$ cat src/rtl/regfile_pkg.sv
// Shared register-file types and widths, used by writeback, the register file and decode.
package regfile_pkg;

  localparam int unsigned DATA_W   = 16;
  localparam int unsigned REG_AW   = 3;
  localparam int unsigned NUM_REGS = 2 ** REG_AW;

  typedef struct packed {
    logic [REG_AW-1:0] dest;
    logic [DATA_W-1:0] data;
  } wb_entry_t;

  function automatic logic [NUM_REGS-1:0] reg_onehot(input logic [REG_AW-1:0] r);
    logic [NUM_REGS-1:0] oh;
    oh    = '0;
    oh[r] = 1'b1;
    return oh;
  endfunction

endpackage

$ cat src/rtl/wb_fifo.sv
// In-order circular FIFO with two push ports (a before b) and one pop port.
// Exposes per-slot occupancy and contents so the parent can scan queued entries.
module wb_fifo
  import regfile_pkg::*;
#(
  parameter int unsigned DEPTH = 4,
  parameter int unsigned WIDTH = 19,
  localparam int unsigned PtrW = $clog2(DEPTH),
  localparam int unsigned CntW = $clog2(DEPTH + 1)
) (
  input  logic                   clk,
  input  logic                   rst_n,
  input  logic                   push_a,
  input  logic [WIDTH-1:0]       data_a,
  input  logic                   push_b,
  input  logic [WIDTH-1:0]       data_b,
  input  logic                   pop,
  output logic [WIDTH-1:0]       head,
  output logic [CntW-1:0]        count,
  output logic [DEPTH-1:0]       occupied,
  output logic [DEPTH*WIDTH-1:0] entries
);

  logic [WIDTH-1:0] mem_q [DEPTH];
  logic [PtrW-1:0]  rd_q, wr_q;
  logic [CntW-1:0]  count_q;
  logic [PtrW-1:0]  wr_b;

  // Port b lands behind port a when both push on the same edge.
  assign wr_b = wr_q + PtrW'(push_a);

  always_ff @(posedge clk or negedge rst_n) begin
    if (!rst_n) begin
      rd_q    <= '0;
      wr_q    <= '0;
      count_q <= '0;
      for (int i = 0; i < DEPTH; i++) mem_q[i] <= '0;
    end else begin
      if (push_a) mem_q[wr_q] <= data_a;
      if (push_b) mem_q[wr_b] <= data_b;
      wr_q    <= wr_q + PtrW'(push_a) + PtrW'(push_b);
      rd_q    <= rd_q + PtrW'(pop);
      count_q <= count_q + CntW'(push_a) + CntW'(push_b) - CntW'(pop);
    end
  end

  always_comb begin
    logic [PtrW-1:0] off;
    occupied = '0;
    entries  = '0;
    for (int i = 0; i < DEPTH; i++) begin
      off         = PtrW'(i) - rd_q;
      occupied[i] = CntW'(off) < count_q;
      entries[i*WIDTH +: WIDTH] = mem_q[i];
    end
  end

  assign head  = mem_q[rd_q];
  assign count = count_q;

endmodule

$ cat src/rtl/regfile_writeback.sv
// Register-file write front end: arbitrates ALU/load results into an in-order queue,
// drives one registered write per cycle and exports a per-register pending-write mask.
module regfile_writeback
  import regfile_pkg::*;
#(
  parameter int unsigned DEPTH  = 4,
  parameter int unsigned DATA_W = regfile_pkg::DATA_W,
  parameter int unsigned REG_AW = regfile_pkg::REG_AW
) (
  input  logic                 clk,
  input  logic                 reset,
  input  logic                 alu_valid,
  output logic                 alu_ready,
  input  logic [REG_AW-1:0]    alu_dest,
  input  logic [DATA_W-1:0]    alu_data,
  input  logic                 ld_valid,
  output logic                 ld_ready,
  input  logic [REG_AW-1:0]    ld_dest,
  input  logic [DATA_W-1:0]    ld_data,
  input  logic                 wb_stall,
  output logic [REG_AW-1:0]    DEST,
  output logic [DATA_W-1:0]    w_in,
  output logic                 w_en,
  output logic [2**REG_AW-1:0] busy
);

  localparam int unsigned EntW = REG_AW + DATA_W;
  localparam int unsigned CntW = $clog2(DEPTH + 1);

  logic                   ld_push, alu_push, pop;
  logic                   push_a, push_b;
  logic [EntW-1:0]        data_a, data_b, head;
  logic [CntW-1:0]        count;
  logic [DEPTH-1:0]       occupied;
  logic [DEPTH*EntW-1:0]  entries;

  logic                   w_en_q;
  logic [REG_AW-1:0]      dest_q;
  logic [DATA_W-1:0]      data_q;

  // Readies look only at the pre-edge count; a same-edge pop never frees a slot.
  always_comb begin
    ld_ready  = reset && (count < CntW'(DEPTH));
    ld_push   = ld_valid && ld_ready;
    alu_ready = reset && ((count + CntW'(ld_push)) < CntW'(DEPTH));
    alu_push  = alu_valid && alu_ready;
    push_a    = ld_push || alu_push;
    data_a    = ld_push ? {ld_dest, ld_data} : {alu_dest, alu_data};
    push_b    = ld_push && alu_push;
    data_b    = {alu_dest, alu_data};
    pop       = (count != '0) && !wb_stall;
  end

  wb_fifo #(
    .DEPTH (DEPTH),
    .WIDTH (EntW)
  ) u_fifo (
    .clk      (clk),
    .rst_n    (reset),
    .push_a   (push_a),
    .data_a   (data_a),
    .push_b   (push_b),
    .data_b   (data_b),
    .pop      (pop),
    .head     (head),
    .count    (count),
    .occupied (occupied),
    .entries  (entries)
  );

  always_ff @(posedge clk or negedge reset) begin
    if (!reset) begin
      w_en_q <= 1'b0;
      dest_q <= '0;
      data_q <= '0;
    end else begin
      w_en_q <= pop;
      if (pop) {dest_q, data_q} <= head;
    end
  end

  assign DEST = dest_q;
  assign w_in = data_q;
  assign w_en = w_en_q;

  // Busy is built only from registered state, so decode sees no input-to-output path.
  always_comb begin
    busy = '0;
    for (int i = 0; i < DEPTH; i++) begin
      if (occupied[i]) busy[entries[i*EntW + DATA_W +: REG_AW]] = 1'b1;
    end
    if (w_en_q) busy[dest_q] = 1'b1;
  end

endmodule

$ cat config.mk
export PLATFORM = sky130hd
export DESIGN_NAME = regfile_writeback
export DESIGN_NICKNAME = d
export VERILOG_FILES = /design/src/rtl/regfile_pkg.sv /design/src/rtl/wb_fifo.sv /design/src/rtl/regfile_writeback.sv
export SDC_FILE = /design/constraint.sdc
export NUM_CORES = 1
export LEC_CHECK = 0
export CORE_UTILIZATION = 58
export CTS_BUF_LIST = sky130_fd_sc_hd__clkbuf_4 sky130_fd_sc_hd__clkbuf_8 sky130_fd_sc_hd__clkbuf_16
export CTS_CLUSTER_DIAMETER = 60
export DETAILED_ROUTE_END_ITERATION = 10
export DONT_BUFFER_PORTS = 1
export PLACE_DENSITY = 0.86
export SYNTH_ARGS = -nofsm -noshare
export SYNTH_HDL_FRONTEND = slang
export SYNTH_SLANG_ARGS = --single-unit
$ cat constraint.sdc
create_clock -name clk -period 2.3 [get_ports clk]
set_input_delay 0.23 -clock clk [delete_from_list [all_inputs] [get_ports clk]]
set_output_delay 0.23 -clock clk [all_outputs]
set_load 0.05 [all_outputs]
==> flow_summary.toml <==
[run_status]
outcome = "complete, but fails checks"
violations = "hold timing, setup timing"

[layout]
area_delta_synth_final_pct = 18.8
layout-drive-gt1-share_pct = 30.0
fin_area_um2 = 6610
n_antenna_cell = 0
layout.cells.most_common = "dfrtp_1"
nNetsFinal = 564
most-common-layout-cells = "102 x dfrtp_1, 76 x o22ai_1, 71 x a2bb2oi_1"

[critical_path]
critPathSlowestCell = "dfrtp_2"
r2r-end = "u_fifo.count[2]"
arrival_ns = 2.34
critPathBufInv = 1
crit_required_ns = 2.07
max_stage_delay_ns = 0.45
setup.worst_path.end_class = "output pin"
worst-path-stages = 7
crit_start = "u_fifo.rd_q[1]"
crit_end = "busy[5]"
worstPathCellList = "xnor2_2 > ha_1 > nor2b_4 > a2111oi_1 > a311oi_1 > o211ai_1 > buf_4"
worstSetupPathType = "flip-flop to output pin"
path_delay_family = "compound AO/OA/AOI/OAI gates"
path_max_fanout = 8
r2r_cells = 10
start_kind = "flip-flop"
r2r_slack_ns = 0.07
reg2reg_from = "u_fifo.count[2]"

[synthesis]
synth_warnings = 0
ys_dominant_reg_cell = "dfrtp_1"
ys_seq_area_share_pct = 46.3
synth_top_area_share_pct = 46.3
synth_edf_count = 0
syn_inst = 461
syn-cell-area_um2 = 5570
ys_async_sr_fraction_pct = 100
synth_nets = 514
ys_ff_latch = 103
synth_cell_types = 49
synth.area.top_cells = "dfrtp_1 46%, a2bb2oi_1 11%, o22ai_1 8.5%, mux4_2 7.7%, mux2_2 3.8%"
yosysTopAreaCell = "dfrtp_1"
avgSynthCellArea_um2 = 12.1

[pwr]
p_clk_share_pct = 10.1
vdd.ir_drop.worst_uv = 1100
power_frac_comb_pct = 53.7
switchingPower_w = 0.00516
sw_frac_of_total_pct = 45.5
p_int_w = 0.00617
powerDensity_nw_per_um2 = 1710
p_seq_share_pct = 36.1
p_leak_nw = 2.68

[detailed_routing]
wire_per_inst_um = 24.8
num_vias = 4712
drt_iter0_markers = 425
viasPerCell = 7.31
drc = 0
wl_mm = 16.0
dr.pass1.iters = 5
ant_nets = 0

[placed_design]
gp_congestion = 0.943
placed_cell_area_um2 = 5950
dp_hpwl_mm = 9.65
port_buffers = 0

[clock_network]
cts_made_buffers = 9
htree_levels = 3
root_buffer = "clkbuf_8"
cts_tree = "done"
clockBufferDepth = 2
clock-sinks = 103
cts.clk_slew.worst_paths_ns = 0.11
clock_latency_ns = 0.38

[floorplanning]
start_util_pct = 60.0
die_w_um = 100
ios = 73
die_area_um2 = 9990
fp-row-count = 35
die-height_um = 100
core_um2 = 9280

[global_route]
grt_max_degree = 106
grt_pass1_wl_mm = 25.0
antenna_found_initial = 0
globalRouteOverflowTotal = 0
grt_pass1_vias = 4865
grtUsageTotal_pct = 32.8

[sta]
fin_hold_ws_ns = -0.480
slew_headroom_pct = 57.9
fmax_mhz = 389
setup_violations = 8
min_period_ns = 2.57
slew_viol_final = 0
fin_crit_sh_pct = 112
setup_ws_ns = -0.273
rsz0062_at_grt = "true"
clock_skew_ns = 0.0105
hold_violations = 103
tightest_slew_ns = 0.632

[run]
cap_violations = 0

[min_path]
hp-class = "primary input to async pin"
stage by stage:
stage	power, W	setup TNS (ns)	setup WS (ns)	util (%)	cells
2_1_floorplan	0.00817	-1.31	-0.168	-	461
3_3_place_gp	0.00936	0	0.121	64.1	596
3_5_place_dp	0.00966	0	0.0189	64.1	596
4_1_cts	0.0110	-1.63	-0.221	68.7	631
5_1_grt	0.0119	-2.83	-0.355	71.2	645
6_report	0.0113	-1.87	-0.273	71.2	645
Yosys cell counts (3+ instances only):
| master | number |
|---|---|
| a2111oi_0 | 8 |
| a211oi_1 | 5 |
| a2bb2oi_1 | 71 |
| a311oi_1 | 6 |
| buf_1 | 5 |
| buf_2 | 20 |
| buf_4 | 5 |
| buf_6 | 3 |
| clkbuf_1 | 7 |
| dfrtp_1 | 103 |
| ha_1 | 8 |
| inv_1 | 15 |
| mux2_2 | 19 |
| mux4_2 | 19 |
| nand2_1 | 8 |
| nand2b_1 | 8 |
| nand3_1 | 4 |
| nor2_1 | 4 |
| nor2b_1 | 8 |
| nor4_1 | 8 |
| o211ai_1 | 8 |
| o22ai_1 | 76 |
| o2bb2a_1 | 3 |
| or2_2 | 4 |
| xnor2_1 | 4 |
repair_timing:
action	in CTS	in global routing
hold buffers	17	9
cloned	0	1
gates resized for setup	14	22
buffers inserted	2	4
pin swaps	5	8
hold endpoints to repair	139	115
endpoints found under the setup margin	12	26
power groups by stage:
stage	combinational (W)	sequential, W	clock (W)
3_3_place_gp	0.00534	0.00402	0
6_report	0.00609	0.00410	0.00115
5_1_grt	0.00650	0.00421	0.00122
4_1_cts	0.00576	0.00405	0.00114
2_1_floorplan	0.00428	0.00389	0
3_5_place_dp	0.00556	0.00410	0
cell families after synthesis:
group | Yosys count | synth area share, %
multiplexers | 38 | 11.5
flip-flops | 103 | 46.3
AO/OA/AOI/OAI | 188 | 26.6
AND/OR/NAND/NOR | 60 | 6.95
adder cells (fa/ha/maj) | 10 | 2.52
buffers and inverters | 55 | 4.90
XOR/XNOR | 7 | 1.24
area by class of cell:
cell class,count,area [um^2]
Timing Repair Buffer,78,701
Clock buffer,10,138
Inverter,15,56.3
Tap cell,129,161
Sequential cell,103,2580
Multi-Input combinational cell,304,2920
Fill cell,629,2670
Clock inverter,6,60.1
routing by layer:
layer / routed length (um) / global-route usage (%) / vias up / share of wire [%]
met3: 1770 / 7.73 / 53 / 11
met2: 7820 / 52.0 / 333 / 49
met4: 498 / 16.7 / 0 / 3.1
met5: 0 / 0 / - / 0
met1: 5930 / 42.6 / 2353 / 37
li1: - / - / 1973 / -
sequential cells by signal, summed over array words and instances (netlist names):
register        flops
u_fifo.rd_q         2
u_fifo.wr_q         2
u_fifo.count        3
DEST                3
w_en                1
u_fifo.entries     76
w_in               16
how the worst min path moves through the flow:
stage	startpoint	endpoint	depth (start not counted)
after floorplan	reset	DEST[0]	0
after global placement	reset	w_in[7]	0
after detailed placement	reset	w_in[6]	0
after CTS	reset	u_fifo.entries[23]	0
after global routing	reset	w_in[6]	0
final	reset	w_in[6]	0
(Power assumes the default switching activity.)
